<file path="src/rtl/inst_mem_loader_pkg.sv">
// Shared definitions for the instruction-memory loader and the instruction memory.
// Holds the loader state encoding and the default memory geometry.
package inst_mem_loader_pkg;

    localparam int LDR_ADDR_W = 12;
    localparam int LDR_DATA_W = 16;

    typedef enum logic [1:0] {
        IDLE = 2'd0,
        LOAD = 2'd1,
        DONE = 2'd2,
        ERR  = 2'd3
    } ldr_state_t;

endpackage

</file>
<file path="src/rtl/ldr_write_stage.sv">
// Registered instruction-memory write port of the loader.
// Each accepted word becomes exactly one write on the following cycle.
module ldr_write_stage #(
    parameter int ADDR_W = 12,
    parameter int DATA_W = 16
) (
    input  logic              clk,
    input  logic              reset,
    input  logic              wr_en,
    input  logic [ADDR_W-1:0] wr_addr,
    input  logic [DATA_W-1:0] wr_data,
    output logic              mem_we,
    output logic [ADDR_W-1:0] mem_addr,
    output logic [DATA_W-1:0] mem_wdata
);

    always_ff @(posedge clk or posedge reset) begin
        if (reset) begin
            mem_we    <= 1'b0;
            mem_addr  <= '0;
            mem_wdata <= '0;
        end else begin
            mem_we <= wr_en;
            if (wr_en) begin
                mem_addr  <= wr_addr;
                mem_wdata <= wr_data;
            end
        end
    end

endmodule

</file>
<file path="src/rtl/inst_mem_loader.sv">
// Streams instruction words into instruction memory from a base address,
// keeping the fetch stage held in reset until a load completes cleanly.
module inst_mem_loader
    import inst_mem_loader_pkg::*;
#(
    parameter int ADDR_W = LDR_ADDR_W,
    parameter int DATA_W = LDR_DATA_W
) (
    input  logic              clk,
    input  logic              reset,
    input  logic              start,
    input  logic [ADDR_W-1:0] base_addr,
    input  logic [ADDR_W:0]   word_count,
    input  logic              in_valid,
    input  logic [DATA_W-1:0] in_data,
    output logic              in_ready,
    output logic              mem_we,
    output logic [ADDR_W-1:0] mem_addr,
    output logic [DATA_W-1:0] mem_wdata,
    output logic              busy,
    output logic              done,
    output logic              error,
    output logic [DATA_W-1:0] checksum,
    output logic              cpu_hold
);

    localparam logic [ADDR_W-1:0] ADDR_MAX = '1;
    localparam logic [ADDR_W-1:0] ADDR_ONE = {{(ADDR_W-1){1'b0}}, 1'b1};
    localparam logic [ADDR_W:0]   CNT_ONE  = {{ADDR_W{1'b0}}, 1'b1};

    ldr_state_t        state, state_n;
    logic [ADDR_W-1:0] addr, pend_base, go_base;
    logic [ADDR_W:0]   remaining, pend_count, go_count;
    logic              pend_valid, go, xfer;

    assign in_ready = (state == LOAD);
    assign busy     = (state == LOAD);
    assign done     = (state == DONE);
    assign error    = (state == ERR);
    assign xfer     = in_valid && in_ready;

    // A start seen during DONE is parked and replayed in the following IDLE cycle.
    always_comb begin
        go       = 1'b0;
        go_base  = base_addr;
        go_count = word_count;
        if (state == IDLE && pend_valid) begin
            go       = 1'b1;
            go_base  = pend_base;
            go_count = pend_count;
        end else if ((state == IDLE || state == ERR) && start) begin
            go = 1'b1;
        end

        state_n = state;
        case (state)
            IDLE, ERR: if (go) state_n = (go_count != '0) ? LOAD : DONE;
            LOAD: begin
                if (xfer) begin
                    if (remaining == CNT_ONE)  state_n = DONE;
                    else if (addr == ADDR_MAX) state_n = ERR;
                end
            end
            DONE:    state_n = IDLE;
            default: state_n = IDLE;
        endcase
    end

    always_ff @(posedge clk or posedge reset) begin
        if (reset) state <= IDLE;
        else       state <= state_n;
    end

    // The address saturates at the top so an overflowing load never touches word 0.
    always_ff @(posedge clk or posedge reset) begin
        if (reset) begin
            addr       <= '0;
            remaining  <= '0;
            checksum   <= '0;
            cpu_hold   <= 1'b1;
            pend_valid <= 1'b0;
            pend_base  <= '0;
            pend_count <= '0;
        end else begin
            if (go) begin
                addr      <= go_base;
                remaining <= go_count;
                checksum  <= '0;
            end else if (xfer) begin
                checksum  <= checksum + in_data;
                remaining <= remaining - CNT_ONE;
                if (addr != ADDR_MAX) addr <= addr + ADDR_ONE;
            end

            if (state_n == LOAD || state_n == ERR) cpu_hold <= 1'b1;
            else if (state_n == DONE)              cpu_hold <= 1'b0;

            if (state == DONE && start) begin
                pend_valid <= 1'b1;
                pend_base  <= base_addr;
                pend_count <= word_count;
            end else if (state == IDLE) begin
                pend_valid <= 1'b0;
            end
        end
    end

    ldr_write_stage #(
        .ADDR_W(ADDR_W),
        .DATA_W(DATA_W)
    ) u_write_stage (
        .clk      (clk),
        .reset    (reset),
        .wr_en    (xfer),
        .wr_addr  (addr),
        .wr_data  (in_data),
        .mem_we   (mem_we),
        .mem_addr (mem_addr),
        .mem_wdata(mem_wdata)
    );

endmodule

</file>
<file path="config.mk">
export PLATFORM = sky130hd
export DESIGN_NAME = inst_mem_loader
export DESIGN_NICKNAME = d
export VERILOG_FILES = /design/src/rtl/inst_mem_loader_pkg.sv /design/src/rtl/ldr_write_stage.sv /design/src/rtl/inst_mem_loader.sv
export SDC_FILE = /design/constraint.sdc
export NUM_CORES = 1
export LEC_CHECK = 0
export CAP_MARGIN = 20
export CORE_UTILIZATION = 43
export CTS_CLUSTER_DIAMETER = 200
export DETAILED_ROUTE_END_ITERATION = 7
export PLACE_DENSITY_LB_ADDON = 0.1
export SLEW_MARGIN = 30
export SYNTH_ARGS = -nofsm -noshare
export SYNTH_HDL_FRONTEND = slang
export SYNTH_SLANG_ARGS = --single-unit
</file>
<file path="constraint.sdc">
create_clock -name clk -period 6.6 [get_ports clk]
set_input_delay 0.99 -clock clk [delete_from_list [all_inputs] [get_ports clk]]
set_output_delay 0.99 -clock clk [all_outputs]
set_load 0.01 [all_outputs]
</file>
# [After elaboration in Yosys (flattened, before gate mapping)]
# Cells that the tools add are included.
[op_classes] n_reduce_logical=14 n_mux=21 n_eq_ne=9 add_sub_neg=3
[op_table] op="12-bit two-way mux" count=4
[op_table] op="13-bit two-way mux" count=3
[op_table] op="16-bit two-way mux" count=2
[op_table] op="16-bit adder" count=1
[op_table] op="13-bit by 1-bit equality test with 1-bit output (second input constant)" count=1
[op_table] op="13-bit nonzero test" count=1
[op_table] op="13-bit by 1-bit subtractor with 13-bit output (second input constant)" count=1
[op_table] op="12-bit by 1-bit adder with 12-bit output (second input constant)" count=1
[op_table] op="12-bit equality test (second input constant)" count=1
[op_table] op="12-bit inequality test (second input constant)" count=1
[op_table] op="2-bit two-way mux" count=5
[op_table] op="2-bit equality test (second input constant)" count=4
[op_table] op="2-bit nonzero test" count=4
[op_table] op="1-bit two-way mux" count=6
[op_table] op="2-bit case mux with 3 select lines" count=1
[op_table] op="2-bit by 1-bit equality test with 1-bit output (second input constant)" count=2
[op_table] op="1-bit logical AND" count=4
[op_table] op="2-bit zero test" count=1
[op_table] op="1-bit logical OR" count=2
[op_table] op="2-bit AND reduction" count=1
[op_table] op="2-bit OR reduction" count=1
[word_totals] reg_bits=99 inputBits=45 wordCells=58

# [Longest topological paths before layout]
# Gate-level depths: netlist of the first run.
[logic_depth] ltp_word=10 depth_mapped=10 depth_no_buf=9

# [By module]
# From an unflattened synthesis of the first run, not the netlist that was laid out.
[hier_totals] hier_cells=515 area_unflattened_um2=5318.9
[by_module_without_submodules] module="inst_mem_loader" seq_area_each_um2=1752.9 area_each_um2=4147.7 instances=1 cells_each=454
[by_module_without_submodules] module="ldr_write_stage" seq_area_each_um2=725.7 area_each_um2=1171.1 instances=1 cells_each=61

# [Least setup slack after synthesis of the first run]
# Ideal clock, no wire load.
[synth_path] kind="input to register" start="input port in_data[0]" end="register checksum[14]" slack_ns=3.762 arrival_ns=2.701 cell_stages=9 n_path_buf=0 cell_sequence="ha_1 -> inv_1 -> fa_1 -> nor2b_1 -> o2111ai_1 -> a2111o_1 -> and3_1 -> o21ai_0 -> a21oi_1"
[synth_via] elab_chain_cells=3
[synth_rtl] item="start, declared" line_no="inst_mem_loader.sv:15" text="input logic [DATA_W-1:0] in_data,"
[synth_rtl] item="16-bit adder" line_no="inst_mem_loader.sv:90" text="checksum <= checksum + in_data;"
[synth_rtl] item="16-bit two-way mux" line_no="inst_mem_loader.sv:89" text="end else if (xfer) begin"
[synth_rtl] item="16-bit two-way mux" line_no="inst_mem_loader.sv:85" text="if (go) begin"
[synth_rtl] item="end signal, assigned" line_no="inst_mem_loader.sv:90"
[synth_rtl] item="end, declared" line_no="inst_mem_loader.sv:23" text="output logic [DATA_W-1:0] checksum,"
# Every way passes these cells. The select of a mux whose other input is x is not followed.
# A chain may end at the register's enable or synchronous reset.

# [Worst setup path in the final report of the first run]
# Same ends and word-level chain as after synthesis.

==> flow_summary.json, run 1 <==
{
  "insertion_delay_ns": 0.34,
  "use_met1_pct": 26.8,
  "seq_area_frac_synth_pct": 46.4,
  "ys_top_cells_by_count": "nand2_1, dfrtp_1, o21ai_0, a21oi_1, mux2_2",
  "yosys_register_bits": 99,
  "maxCapViolCount": 0,
  "drive_gt1_share_pct": 7.95,
  "synth_cell_types": 50,
  "clockRootBuffer": "clkbuf_16",
  "critPathMaxFanout": 3,
  "layout_setup_ws_ns": 3.40,
  "hold_violations": 0,
  "start_util_pct": 44.3,
  "cts_tree": "done",
  "h-tree-depth": 3,
  "synth_area_leaders": "dfrtp_1, nand2_1, mux2_2, ha_1, mux2i_1",
  "dieArea_um2": 12900,
  "status": "finished clean",
  "start_kind": "primary input",
  "fin_crit_ns": 3.20,
  "final_util_pct": 55.7,
  "drcViolationCount": 0,
  "rsz0062_at_grt": "no",
  "grt_start_max_net_pins": 73,
  "grtUsageMet3_pct": 3.83,
  "synth_cells": 565,
  "dp.cells": 806,
  "use_met2_pct": 34.5,
  "routedWlPerCell_um": 14.8,
  "final_antenna_net_count": 0,
  "synth_top_area_share_pct": 45.9,
  "fp.dieW_um": 113,
  "tightestPinTransition_ns": 0.739,
  "synthesis.area_um2": 5340,
  "clockBufferDepth": 2,
  "reg2reg_from": "state[1]",
  "gp_congestion": 0.843,
  "row_count": 40,
  "final_cell_area_um2": 6720,
  "vias_per_cell": 5.23,
  "multi_input_comb_area_um2": 2720,
  "synth_top_area_cell": "dfrtp_1",
  "yosysMostFrequentCell": "nand2_1",
  "dieHeight_um": 113,
  "layout.nets": 717,
  "hp-start": "u_write_stage.mem_wdata[2]",
  "yosysWarnings": 0,
  "routed_wl_um": 12200,
  "area_growth_pct": 25.7,
  "crit_required_ns": 6.79,
  "post-cts-setup-buffer-count": 0,
  "critPathArrivalTime_ns": 3.39,
  "finalMaxSlewViolations": 0,
  "fillers": 1136,
  "core_um2": 12100,
  "dpl.hpwl_um": 8610,
  "cts_hold_buf": 0,
  "fin_tns_setup_ns": 0,
  "path_class": "in2reg",
  "power_mw": 3.08,
  "grt_busiest_layer": "met2",
  "dr_total_vias": 4295,
  "holdWs_ns": 0.473,
  "place_ws_ns": 3.06,
  "ios": 95,
  "clkTransAtPathRegs_ns": 0.06,
  "end_kind": "flop",
  "cts_resized": 0,
  "syn-num-nets": 633,
  "postSynthAreaPerCell_um2": 9.45,
  "firstDrtPassIters": 4,
  "grt_antenna_before_repair": 0,
  "finalSetupViolCount": 0,
  "fmax_mhz": 313,
  "finalCritPeriodShare_pct": 48.4,
  "io_buffers": 94,
  "grt_overflow": 0,
  "cts_sinks": 99,
  "startpoint": "in_data[0]",
  "stdcell_count": 822,
  "p_per_area_nw_per_um2": 459,
  "drtIter0Drc": 210,
  "skew_ns": 0.00458,
  "synth_edf_count": 0,
  "synth_ff_type": "dfrtp_1",
  "register_area_um2": 2480,
  "place_area_um2": 6440,
  "hold_path_class": "reg2reg",
  "globalRouteTotalUtil_pct": 20.6,
  "grt_pass1_vias": 4326,
  "leakagePower_nw": 3.11,
  "synth_async_sr_flop_share_pct": 100,
  "irDropWorstVdd_uv": 252,
  "grt_pass1_wl_um": 20900,
  "antenna_cells": 0,
  "cts_inserted_buffers": 9,
  "slew_headroom_pct": 50.7
}
-- metal layers --
metal | share of wire, % | wire length, µm | vias to the layer above
met5 | 0 | 0 | -
met2 | 49 | 5920 | 88
met3 | 3.2 | 393 | 13
li1 | - | - | 2143
met4 | 1.4 | 168 | 0
met1 | 47 | 5700 | 2051
-- state kept, by name, indices dropped and copies added (netlist names) --
| signal | flops |
|---|---|
| pend_count | 13 |
| u_write_stage.mem_wdata | 16 |
| u_write_stage.mem_addr | 12 |
| state | 2 |
| checksum | 16 |
| pend_base | 12 |
| u_write_stage.mem_we | 1 |
| cpu_hold | 1 |
| remaining | 13 |
| pend_valid | 1 |
| addr | 12 |
-- final timing paths --
kind | end | slack [ns] | cells past startpoint
max reg2reg | remaining[5] | 3.96 | 11
min | u_write_stage.mem_wdata[2] | 0.47 | 2
max | checksum[14] | 3.40 | 10
min reg2reg | u_write_stage.mem_wdata[2] | 0.47 | 2
max in group asynchronous | addr[3] | 4.68 | 3
min in group asynchronous | remaining[5] | 0.98 | 2
-- worst max-delay path: stages --
cell and delay (ns):
clkdlybuf4s50_1 0.50, ha_1 0.21, inv_1 0.06, fa_1 0.37, nor2b_1 0.21, o2111ai_1 0.19
a2111o_1 0.46, and3_1 0.16, o21ai_0 0.15, a21oi_1 0.08
-- where the power goes --
part | switching (mW) | total [mW] | internal [mW]
Clock | 0.216 | 0.493 | 0.277
Sequential | 0.227 | 1.13 | 0.902
Combinational | 0.755 | 1.46 | 0.704
Total | 1.20 | 3.08 | 1.88
-- layout make-up --
class	count	area share, %
Multi-Input combinational cell	426	40.5
Sequential cell	99	36.9
Timing Repair Buffer	99	14.6
Clock buffer	16	4.04
Tap cell	168	3.13
Inverter	14	0.820
-- cell usage in the layout, fill, tap and decap left out, types with 2 or more instances in the layout --
master / Yosys / layout
a211oi_1: 11 / 11
a21o_1: 8 / 8
a21oi_1: 28 / 27
a22oi_1: 2 / 2
a31oi_1: 4 / 4
and3_1: 12 / 12
and4_1: 3 / 3
buf_4: 1 / 4
clkbuf_1: 21 / 5
clkbuf_16: 0 / 9
clkbuf_8: 0 / 2
clkdlybuf4s50_1: 0 / 94
dfrtp_1: 98 / 98
ha_1: 22 / 22
inv_1: 13 / 12
mux2_2: 25 / 25
mux2i_1: 20 / 20
nand2_1: 134 / 132
nand2_2: 0 / 2
nand2b_1: 2 / 2
nand3_1: 16 / 16
nand3b_1: 3 / 3
nand4_1: 6 / 6
nor2_1: 16 / 16
nor2b_1: 4 / 4
nor3_1: 14 / 14
nor4_1: 8 / 8
o211ai_1: 3 / 3
o21a_1: 4 / 4
o21ai_0: 32 / 32
or4_1: 2 / 2
or4_4: 2 / 2
xnor2_1: 11 / 11
xor2_1: 18 / 18
-- cell families (layout without fill, tap and decap cells) --
| kind of cell | Yosys count | in the layout | synth area share [%] |
|---|---|---|---|
| DFF | 99 | 99 | 46.4 |
| muxes | 45 | 45 | 9.02 |
| buffers and inverters | 40 | 129 | 3.02 |
| adders and majority gates | 23 | 23 | 5.53 |
| and+or+nand+nor | 226 | 226 | 19.4 |
| xor gates and xnor gates | 29 | 29 | 4.76 |
| AOI/OAI and AO/OA | 103 | 103 | 11.9 |
Note: power is estimated with default switching activity, not from simulation.
==> run 2, diff against run 1 <==
Clock period 6.6 ns to 2.56 ns, I/O delays scaled along.
==> run 2 against run 1 <==
Effect of this change: global-route usage about the same; register-to-register slack got worse by 3.6 ns; combinational power increased to 2.7 times the previous value; power increased to 2.7 times the previous value; sequential cell count unchanged; first-iteration DRC count decreased by 22%; clock skew about the same; clock power increased to 3.0 times the previous value; largest cell class unchanged.
==> flow_summary.json, run 2 (synthesized netlist as in run 1, its figures left out) <==
{
  "status": "finished clean",
  "reg2reg_from": "checksum[0]",
  "drtIter0Drc": 164,
  "path_class": "in2reg",
  "crit_family": "compound AO/OA/AOI/OAI gates",
  "critPathArrivalTime_ns": 2.59,
  "dr_total_vias": 4420,
  "final_util_pct": 57.4,
  "ios": 95,
  "clkTransAtPathRegs_ns": 0.06,
  "routedWlPerCell_um": 14.8,
  "p_per_area_nw_per_um2": 1200,
  "hold_path_class": "reg2reg",
  "rsz0062_at_grt": "no",
  "fin_crit_ns": 2.37,
  "area_growth_pct": 29.5,
  "io_buffers": 94,
  "hold_path_end": "u_write_stage.mem_wdata[14]",
  "globalRouteTotalUtil_pct": 20.6,
  "reg2reg_depth": 9,
  "path_cells": "clkdlybuf4s50_1, ha_1, inv_1, fa_1, nor2b_2, o2111ai_1, a2111o_1, and3_1, o21ai_1, a21oi_1",
  "final_common_cell": "nand2_1",
  "grt_pass1_wl_um": 21000,
  "reg.largest.list": "checksum x16, u_write_stage.mem_wdata x16",
  "mostFrequentLayoutCells": "nand2_1, dfrtp_1, clkdlybuf4s50_1, o21ai_0, a21oi_1",
  "post-cts-setup-buffer-count": 0,
  "antenna_cells": 0,
  "slowest_delay_ns": 0.48,
  "routed_wl_um": 12400,
  "grt_antenna_before_repair": 0,
  "fillers": 1100,
  "reg2reg_to": "checksum[14]",
  "grt_start_max_net_pins": 54,
  "dieArea_um2": 12900,
  "drcViolationCount": 0,
  "register_area_um2": 2480,
  "slew_headroom_pct": 55.6,
  "tightestPinTransition_ns": 0.666,
  "cts_inserted_buffers": 9,
  "leakagePower_nw": 3.22,
  "vias_per_cell": 5.27,
  "fin_tns_setup_ns": 0,
  "dieHeight_um": 113,
  "power_mw": 8.33,
  "clockBufferDepth": 2,
  "dp.cells": 824,
  "finalCritPeriodShare_pct": 92.6,
  "cts_tree": "done",
  "multi_input_comb_area_um2": 2720,
  "row_count": 40,
  "h-tree-depth": 3,
  "dpl.hpwl_um": 8890,
  "holdWs_ns": 0.471,
  "grt_overflow": 0,
  "skew_ns": 0.00411,
  "critPathMaxFanout": 2,
  "fp.dieW_um": 113,
  "holdPathStages": 2,
  "crit_required_ns": 2.78,
  "start_util_pct": 44.3,
  "drive_gt1_share_pct": 10.9,
  "finalSetupViolCount": 0,
  "end_kind": "flop",
  "irDropWorstVdd_uv": 506,
  "grt_pass1_vias": 4433,
  "maxCapViolCount": 0,
  "hold_violations": 0,
  "fmax_mhz": 422,
  "insertion_delay_ns": 0.35,
  "firstDrtPassIters": 4,
  "layout.nets": 735,
  "crit_buf_inv": 2,
  "stdcell_count": 839,
  "finalMaxSlewViolations": 0,
  "start_kind": "primary input",
  "core_um2": 12100,
  "cp_slowest_cell": "clkdlybuf4s50_1",
  "rrSetupSlack_ns": 0.33,
  "final_antenna_net_count": 0,
  "cts_sinks": 99,
  "hp-start": "u_write_stage.mem_wdata[14]",
  "clockRootBuffer": "clkbuf_16",
  "gp_congestion": 0.870
}
-- run 2: cell types whose count changed in the layout (fill, tap and decap cells not counted), moves of 2 or more --
cell / change
clkbuf_1: -4
buf_12: +2
bufinv_16: +2
buf_4: +17
-- run 2: cell type report --
cell class,instances,area share [%]
Sequential cell,99,35.8
Multi-Input combinational cell,426,39.3
Timing Repair Buffer,117,16.5
Tap cell,168,3.04
Inverter,14,0.814
Clock buffer,11,3.51
Clock inverter,4,1.07
-- run 2: per-layer routing --
layer  global-route usage (%)  part of all wire [%]  up-vias
li1                         -                     -     2185
met1                     26.5                    47     2134
met4                     8.16                   1.7        0
met2                     35.0                    48       84
met5                        0                     0        -
met3                     3.03                   3.1       17
-- run 2: how the worst max path moves through the flow --
stage	startpoint	to	slack (ns)	cells after the start
2_1_floorplan	checksum[0]	checksum[14]	0.29	9
3_3_place_gp	in_data[0]	checksum[14]	-0.20	10
3_5_place_dp	in_data[0]	checksum[14]	-0.23	10
4_1_cts	in_data[0]	checksum[14]	0.13	10
5_1_grt	in_data[0]	checksum[14]	0.02	10
6_report	in_data[0]	checksum[14]	0.19	10
-- run 2: worst reg2reg max path: cells and delay by family, from the launching register on --
kind            cells  cell delay [ns]
simple gates        2             0.31
fa+ha+maj           2             0.56
compound gates      4             0.81
buf+inv             1             0.06
flops               1             0.37
-- run 2: stage by stage --
| step | setup WS [ns] | cell area [µm²] |
|---|---|---|
| 3_5_place_dp | -0.231 | 6600 |
| 3_3_place_gp | -0.200 | 6600 |
| 6_report | 0.190 | 6920 |
| 4_1_cts | 0.134 | 6920 |
| 5_1_grt | 0.0239 | 6920 |
| 2_1_floorplan | 0.290 | 5350 |
-- run 2: repair_timing --
action,CTS,global route
resized for setup,0,2
setup endpoints to repair,0,1
hold buffers,0,0
-- run 2: where the power goes --
part,switching [mW],total (mW),internal [mW]
Sequential,0.580,2.90,2.32
Combinational,1.99,3.96,1.97
Clock,0.585,1.46,0.880
==> run 3, diff against run 2 <==
Settings changed: ABC_AREA set to 0, CTS_CLUSTER_DIAMETER 200 to 100.
==> results of run 3 <==
The final DEF is identical to that of run 2; final timing and power are the same.
